$ cat src/rtl/matmul_result_uart_streamer_pkg.sv
// matmul_result_uart_streamer_pkg: shared FSM encoding, header default and byte-per-word helper
package matmul_result_uart_streamer_pkg;
  typedef enum logic [3:0] {
    S_IDLE, S_HDR, S_WAIT_HI, S_WAIT_LO, S_FETCH, S_LATCH, S_SEND, S_CSUM, S_DONE
  } state_e;
  typedef enum logic [1:0] {K_HDR, K_DATA, K_CSUM} kind_e;
  localparam logic [7:0] HDR_BYTE_DEF = 8'hA5;
  function automatic int bpw(input int data_w);
    return data_w / 8;
  endfunction
endpackage

$ cat src/rtl/matmul_result_uart_streamer.sv
// matmul_result_uart_streamer: streams the result buffer to uart_tx as header, MSB-first words, XOR checksum
module matmul_result_uart_streamer
  import matmul_result_uart_streamer_pkg::*;
#(
  parameter int          N_ELEMS  = 16,
  parameter int          DATA_W   = 32,
  parameter int          ADDR_W   = 4,
  parameter logic [7:0]  HDR_BYTE = HDR_BYTE_DEF
) (
  input  logic              clk_i,
  input  logic              rst_ni,
  input  logic              start_i,
  input  logic              abort_i,
  output logic              busy_o,
  output logic              done_o,
  output logic              mem_rd_en_o,
  output logic [ADDR_W-1:0] mem_rd_addr_o,
  input  logic [DATA_W-1:0] mem_rd_data_i,
  output logic [7:0]        tx_data_o,
  output logic              tx_start_o,
  input  logic              tx_busy_i
);
  localparam int BPW = bpw(DATA_W);
  localparam int BW  = BPW > 1 ? $clog2(BPW) : 1;
  state_e              state_q, state_d;
  kind_e               kind_q, kind_d;
  logic [ADDR_W-1:0]   word_q, word_d, addr_q, addr_d;
  logic [BW-1:0]       byte_q, byte_d;
  logic [7:0]          csum_q, csum_d, tx_data_q, tx_data_d;
  logic [DATA_W-1:0]   shreg_q, shreg_d;
  logic                abort_q, abort_d;
  logic                last_byte, last_word;
  always_ff @(posedge clk_i or negedge rst_ni) begin
    if (!rst_ni) begin
      state_q   <= S_IDLE;
      kind_q    <= K_HDR;
      word_q    <= '0;
      addr_q    <= '0;
      byte_q    <= '0;
      csum_q    <= '0;
      tx_data_q <= '0;
      shreg_q   <= '0;
      abort_q   <= 1'b0;
    end else begin
      state_q   <= state_d;
      kind_q    <= kind_d;
      word_q    <= word_d;
      addr_q    <= addr_d;
      byte_q    <= byte_d;
      csum_q    <= csum_d;
      tx_data_q <= tx_data_d;
      shreg_q   <= shreg_d;
      abort_q   <= abort_d;
    end
  end
  assign last_byte = byte_q == BW'(BPW - 1);
  assign last_word = word_q == ADDR_W'(N_ELEMS - 1);
  always_comb begin
    state_d   = state_q;
    kind_d    = kind_q;
    word_d    = word_q;
    addr_d    = addr_q;
    byte_d    = byte_q;
    csum_d    = csum_q;
    tx_data_d = tx_data_q;
    shreg_d   = shreg_q;
    // abort is remembered so a short pulse during a frame still ends the packet at the frame boundary
    abort_d   = (state_q != S_IDLE) && (abort_q || abort_i);
    case (state_q)
      S_IDLE: if (start_i && !tx_busy_i && !abort_i) begin
        state_d   = S_HDR;
        kind_d    = K_HDR;
        csum_d    = '0;
        word_d    = '0;
        byte_d    = '0;
        tx_data_d = HDR_BYTE;
      end
      S_HDR, S_CSUM: state_d = abort_i ? S_IDLE : S_WAIT_HI;
      S_SEND: if (abort_i) state_d = S_IDLE;
      else begin
        state_d = S_WAIT_HI;
        csum_d  = csum_q ^ tx_data_q;
        shreg_d = shreg_q << 8;
      end
      S_WAIT_HI: state_d = tx_busy_i ? S_WAIT_LO : S_WAIT_HI;
      S_WAIT_LO: if (!tx_busy_i) begin
        if (abort_q || abort_i) state_d = S_IDLE;
        else if (kind_q == K_CSUM) state_d = S_DONE;
        else if (kind_q == K_DATA && !last_byte) begin
          state_d   = S_SEND;
          byte_d    = byte_q + BW'(1);
          tx_data_d = shreg_q[DATA_W-1 -: 8];
        end else if (kind_q == K_DATA && last_word) begin
          state_d   = S_CSUM;
          kind_d    = K_CSUM;
          tx_data_d = csum_q;
        end else begin
          state_d = S_FETCH;
          word_d  = kind_q == K_DATA ? word_q + ADDR_W'(1) : word_q;
        end
      end
      S_FETCH: begin
        addr_d  = word_q;
        state_d = abort_i ? S_IDLE : S_LATCH;
      end
      S_LATCH: if (abort_i) state_d = S_IDLE;
      else begin
        state_d   = S_SEND;
        kind_d    = K_DATA;
        byte_d    = '0;
        shreg_d   = mem_rd_data_i;
        tx_data_d = mem_rd_data_i[DATA_W-1 -: 8];
      end
      S_DONE: state_d = S_IDLE;
      default: state_d = S_IDLE;
    endcase
  end
  always_comb begin
    busy_o        = state_q != S_IDLE;
    done_o        = state_q == S_DONE;
    mem_rd_en_o   = state_q == S_FETCH;
    mem_rd_addr_o = state_q == S_FETCH ? word_q : addr_q;
    tx_start_o    = (state_q inside {S_HDR, S_SEND, S_CSUM}) && !abort_i;
    tx_data_o     = tx_data_q;
  end
endmodule

$ cat config.mk
export PLATFORM = sky130hd
export DESIGN_NAME = matmul_result_uart_streamer
export DESIGN_NICKNAME = d
export VERILOG_FILES = /design/src/rtl/matmul_result_uart_streamer_pkg.sv /design/src/rtl/matmul_result_uart_streamer.sv
export SDC_FILE = /design/constraint.sdc
export NUM_CORES = 1
export LEC_CHECK = 0
export ABC_AREA = 1
export ABC_CLOCK_PERIOD_IN_PS = 3100
export BUFFER_PORTS_ARGS = -buffer_cell sky130_fd_sc_hd__buf_2
export CORE_MARGIN = 3
export CORE_UTILIZATION = 55
export DETAILED_ROUTE_END_ITERATION = 7
export PLACE_DENSITY = 0.77
export SYNTH_ARGS = -nofsm -noshare
export SYNTH_HDL_FRONTEND = slang
export SYNTH_SLANG_ARGS = --single-unit
$ cat constraint.sdc
create_clock -name clk_i -period 3.1 [get_ports clk_i]
set_input_delay 0.465 -clock clk_i [delete_from_list [all_inputs] [get_ports clk_i]]
set_output_delay 0.465 -clock clk_i [all_outputs]
set_load 0.01 [all_outputs]
# ---- Yosys cells after proc, flatten, opt, wreduce, memory -nomap -nowiden
# Cells that the tools add are included.
dict set report totals {
  register_bits 65
  inputBits 37
  wordCells 109
}
dict set report classes {
  n_addsub 2
  n_eq_ne 24
  muxes 48
  bitwise_logic 1
  n_reduce_logical 25
}
# op count
set op_table {}
lappend op_table {{2-to-1 mux 8 bit} 9}
lappend op_table {{2-to-1 mux 32 bit} 2}
lappend op_table {{one-hot mux 32 bit (2 select lines)} 1}
lappend op_table {{2-to-1 mux 4 bit} 12}
lappend op_table {{2-to-1 mux 2 bit} 15}
lappend op_table {{one-hot mux 4 bit (6 select lines)} 1}
lappend op_table {{one-hot mux 8 bit (3 select lines)} 1}
lappend op_table {{inequality test 2 bit (second input constant)} 11}
lappend op_table {{equality test 4 x 3 -> 1 bit (second input constant)} 4}
lappend op_table {{one-hot mux 8 bit (2 select lines)} 1}
lappend op_table {{AND reduction 8 bit} 2}
lappend op_table {{AND reduction 7 bit} 2}
lappend op_table {{one-hot mux 2 bit (3 select lines)} 2}
lappend op_table {{equality test 4 x 2 -> 1 bit (second input constant)} 2}
lappend op_table {{equality test 4 bit (second input constant)} 2}
lappend op_table {{one-hot mux 4 bit (2 select lines)} 1}
lappend op_table {{XOR 8 bit} 1}
lappend op_table {{logical AND 1 bit} 6}
lappend op_table {{2-to-1 mux 3 bit} 2}
lappend op_table {{AND reduction 3 bit} 2}
lappend op_table {{nonzero test 2 bit} 3}
lappend op_table {{nonzero test 3 bit} 2}
lappend op_table {{adder 4 x 1 -> 4 bit (second input constant)} 1}
lappend op_table {{equality test 2 bit (second input constant)} 2}
lappend op_table {{other kinds (11)} 13}

# ---- Logic depth before layout (Yosys ltp)
dict set report depth {
  word_depth 8
  ltp_mapped 10
  ltp_nobuf 10
}

# ---- Worst setup path before layout
# Ideal clock, no wire load.
dict set report synth_path {
  kind {register to output}
  from {register state_q[1]}
  to {output port mem_rd_addr_o[0]}
  arrival_ps 1297
  t_required_ps 2635
  setup_slack_ps 1338
  stages_incl_launch_ff 7
  n_path_buf 0
  path_cell_list {dfrtp_1 nor2_1 inv_1 nor2_1 inv_1 nand2_1 nand2_1}
}
dict set report synth_via {
  elab_chain_cells 2
}
# item line
set synth_lines {}
lappend synth_lines {{from (decl)} matmul_result_uart_streamer.sv:25} ;# state_e state_q, state_d;
lappend synth_lines {{from (signal assigned)} matmul_result_uart_streamer.sv:45} ;# state_q <= state_d;
lappend synth_lines {{equality test 4 x 3 -> 1 bit} n/a}
lappend synth_lines {{net mem_rd_en_o} matmul_result_uart_streamer.sv:16} ;# output logic mem_rd_en_o,
lappend synth_lines {{2-to-1 mux 4 bit} n/a}
lappend synth_lines {{to (decl)} matmul_result_uart_streamer.sv:17} ;# output logic [ADDR_W-1:0] mem_rd_addr_o,
# The timed path passes the listed nets, and every way through them passes these cells.

# ---- Final worst setup path
dict set report layout_path {
  from {register state_q[1]}
  to {output port mem_rd_addr_o[3]}
}
dict set report layout_via {
  elab_chain_cells 2
}
# item line
set layout_lines {}
lappend layout_lines {{equality test 4 x 3 -> 1 bit} matmul_result_uart_streamer.sv:122} ;# mem_rd_addr_o = state_q == S_FETCH ? word_q : addr_q;
lappend layout_lines {{2-to-1 mux 4 bit} n/a}
# No other way between the ends.

==> results.ini <==
[synthesis]
synthMuxAreaShare_pct=0
synth-compound-area-share_pct=10.2
yosys.area_share.adder_pct=0.706
syn_inst=469
syn_area_um2=3550
avgSynthCellArea_um2=7.56
synth_top_family_by_area=simple AND/OR/NAND/NOR gates
yosys-top-cells-count=nand2_1, dfrtp_1, nand3_1, inv_1, o21ai_0
synth_edf_count=0
ys_types=27
synth_flop_cell=dfrtp_1
synth_area_leaders=dfrtp_1, nand2_1, nand3_1
synth_most_common_cell=nand2_1
ys_seq_area_share_pct=45.9
yosys.area_share.xor_xnor_pct=0.247
synth_fp_nets=508
ys_async_sr_fraction_pct=100
synth_top_cell_by_area=dfrtp_1
ys.warnings.count=0
ys_seq_elements=65
synth_simple_gate_area_share_pct=34.6
synth_largest_type_area_fraction_pct=45.9

[cts]
cts_hold_buffers=0
path_clk_slew_ns=0.07
post_cts_resize_count=0
cts_tree=built
post-cts-setup-buffer-count=0
cts-root-buf=clkbuf_8
htreeDepth=3
clockBufferDepth=2
cts.sinks=65
cts_buffers=9
clk_latency_ns=0.35

[sta]
fin_crit_ns=2.38
max_freq_mhz=420
setup_viol=0
timing.final.ws_setup_ns=0.719
slew_viol_final=0
rsz0062_at_grt=false
final-hold-violation-count=0
worst_slew_pin_slew_ns=0.945
fin_skew_ns=0.00617
holdWs_ns=0.0305
min_period_over_period_pct=76.8
max_slew_margin_pct=36.6
setup_tns_ns=0

[setup_path]
crit_chain=nor2_1 > inv_1 > nor2_1 > inv_1 > nand2_1 > nand2_1 > buf_2
worstPathRequired_ns=2.63
arrival_ns=1.92
critPathSlowestCell=dfrtp_1
worst_setup_path_end_kind=primary output
worstReg2RegEnd=shreg_q[17]
regToRegSetupSlack_ns=0.86
crit_fanout=7
cpPeakStageDelay_ns=0.46
timing.rr.start=state_q[0]
crit_path_start_kind=flop
critPathBufInv=3
critPathTopFamily=simple AND/OR/NAND/NOR gates
path_class=reg2out
rr_worst_depth=7

[place]
post-place-cells=586
port_buffers=52
dp_hpwl_mm=5.59
placed_area_um2=3800
dpl_worst_slack_ns=0.919
place.gp.congestion=0.889

[floorplan]
core_area_um2=6100
pin_count=53
die_w_um=86.3
die_h_um=86.3
die_area_um2=7450
initial_core_util_pct=58.2
row_count=28

[route]
dr.first_iter.drc_count=199
first_pass_iters=6
vias=3151
routed_via_density=5.24
wl_per_cell_um=12.8
post-route-drc-count=0
ant_nets=0
routed_wl_mm=7.71

[cells_and_area]
drive_gt1_share_pct=21.1
fin_util_pct=65.6
finalNonFillerCells=601
antennaDiodeCount=0
fin_area_um2=4000
syn_to_final_growth_pct=12.8
nets=561

[global_routing]
grt_use_met3_pct=4.85
grt_util_all_layers_pct=22.6
gr-usage-met1_pct=28.7
antenna_found_initial=0
grt_max_degree=49
grt_first_pass_wirelength_mm=13.2
grt-ovfl-total=0
met2_usage_pct=37.6
grt_pass1_vias=3013
busiest_layer=met2

[power_and_ir_drop]
power_density_nw_per_um2=698
leakagePower_nw=2.14
finalPower_mw=2.79
ir_worst_vdd_uv=359

[min_path]
hold_class=in2async

[run_status]
status=finished clean

[job]
cap_violations=0

logic make-up (layout without fill, tap and decap cells):
kind of cell,Yosys count,after routing
AOI/OAI and AO/OA,60,60
xor gates and xnor gates,1,1
adders and majority gates,2,2
buffers and inverters,61,118
DFF,65,65
and+or+nand+nor,280,280
layer usage:
| metal | vias to the layer above | share of wire (%) |
|---|---|---|
| li1 | 1588 | - |
| met1 | 1485 | 44 |
| met2 | 66 | 49 |
| met3 | 12 | 4.3 |
| met4 | 0 | 1.8 |
| met5 | - | 0 |
flip-flops by register name (all words and copies together) (netlist names):
register and cells:
shreg_q 32, csum_q 8, tx_data_o 8, addr_q 4, state_q 4, word_q 4, byte_q 2, kind_q 2
abort_q 1
power by group:
part	internal, mW	switching, mW	total [mW]	leakage (nW)
clock	0.408	0.318	0.727	0.102
sequential	1.00	0.0944	1.09	0.780
combinational	0.307	0.664	0.971	1.25
total	1.72	1.08	2.79	2.14
worst max-delay path by stage:
stage / startpoint / endpoint / slack (ns) / cells after the start
after global placement: state_q[0] / shreg_q[22] / 0.97 / 7
after global routing: state_q[1] / mem_rd_addr_o[3] / 0.53 / 7
after floorplan: state_q[1] / mem_rd_addr_o[0] / 1.34 / 6
final: state_q[1] / mem_rd_addr_o[3] / 0.72 / 7
after CTS: state_q[1] / mem_rd_addr_o[3] / 0.70 / 7
after detailed placement: state_q[0] / shreg_q[20] / 0.92 / 7
placed cells by master (no fill, tap or decap):
| cell type | n |
|---|---|
| nor3_1 | 2 |
| nand2_1 | 176 |
| nor2_4 | 5 |
| o21ai_2 | 16 |
| bufinv_16 | 1 |
| buf_2 | 52 |
| xor2_1 | 1 |
| clkbuf_8 | 11 |
| dfrtp_1 | 65 |
| nand2_2 | 8 |
| nor3b_1 | 1 |
| nor2_2 | 1 |
| clkbuf_1 | 1 |
| clkinv_1 | 1 |
| a31oi_1 | 1 |
| nor2_1 | 22 |
| nand3b_1 | 2 |
| nand2_4 | 2 |
| ha_1 | 2 |
| a21oi_1 | 1 |
| or2_2 | 8 |
| clkinv_2 | 2 |
| o21ai_0 | 42 |
| inv_2 | 2 |
| buf_4 | 3 |
| nand3_1 | 53 |
| inv_1 | 45 |
final cells by class:
class / instances / area (um^2)
well taps: 75 / 93.8
clock buffers: 12 / 155
multi-input cells: 343 / 1620
fillers: 568 / 2100
repair buffers: 55 / 283
inverters: 48 / 180
clock inverters: 3 / 40.0
flip-flops and latches: 65 / 1630
(Power assumes the default switching activity.)
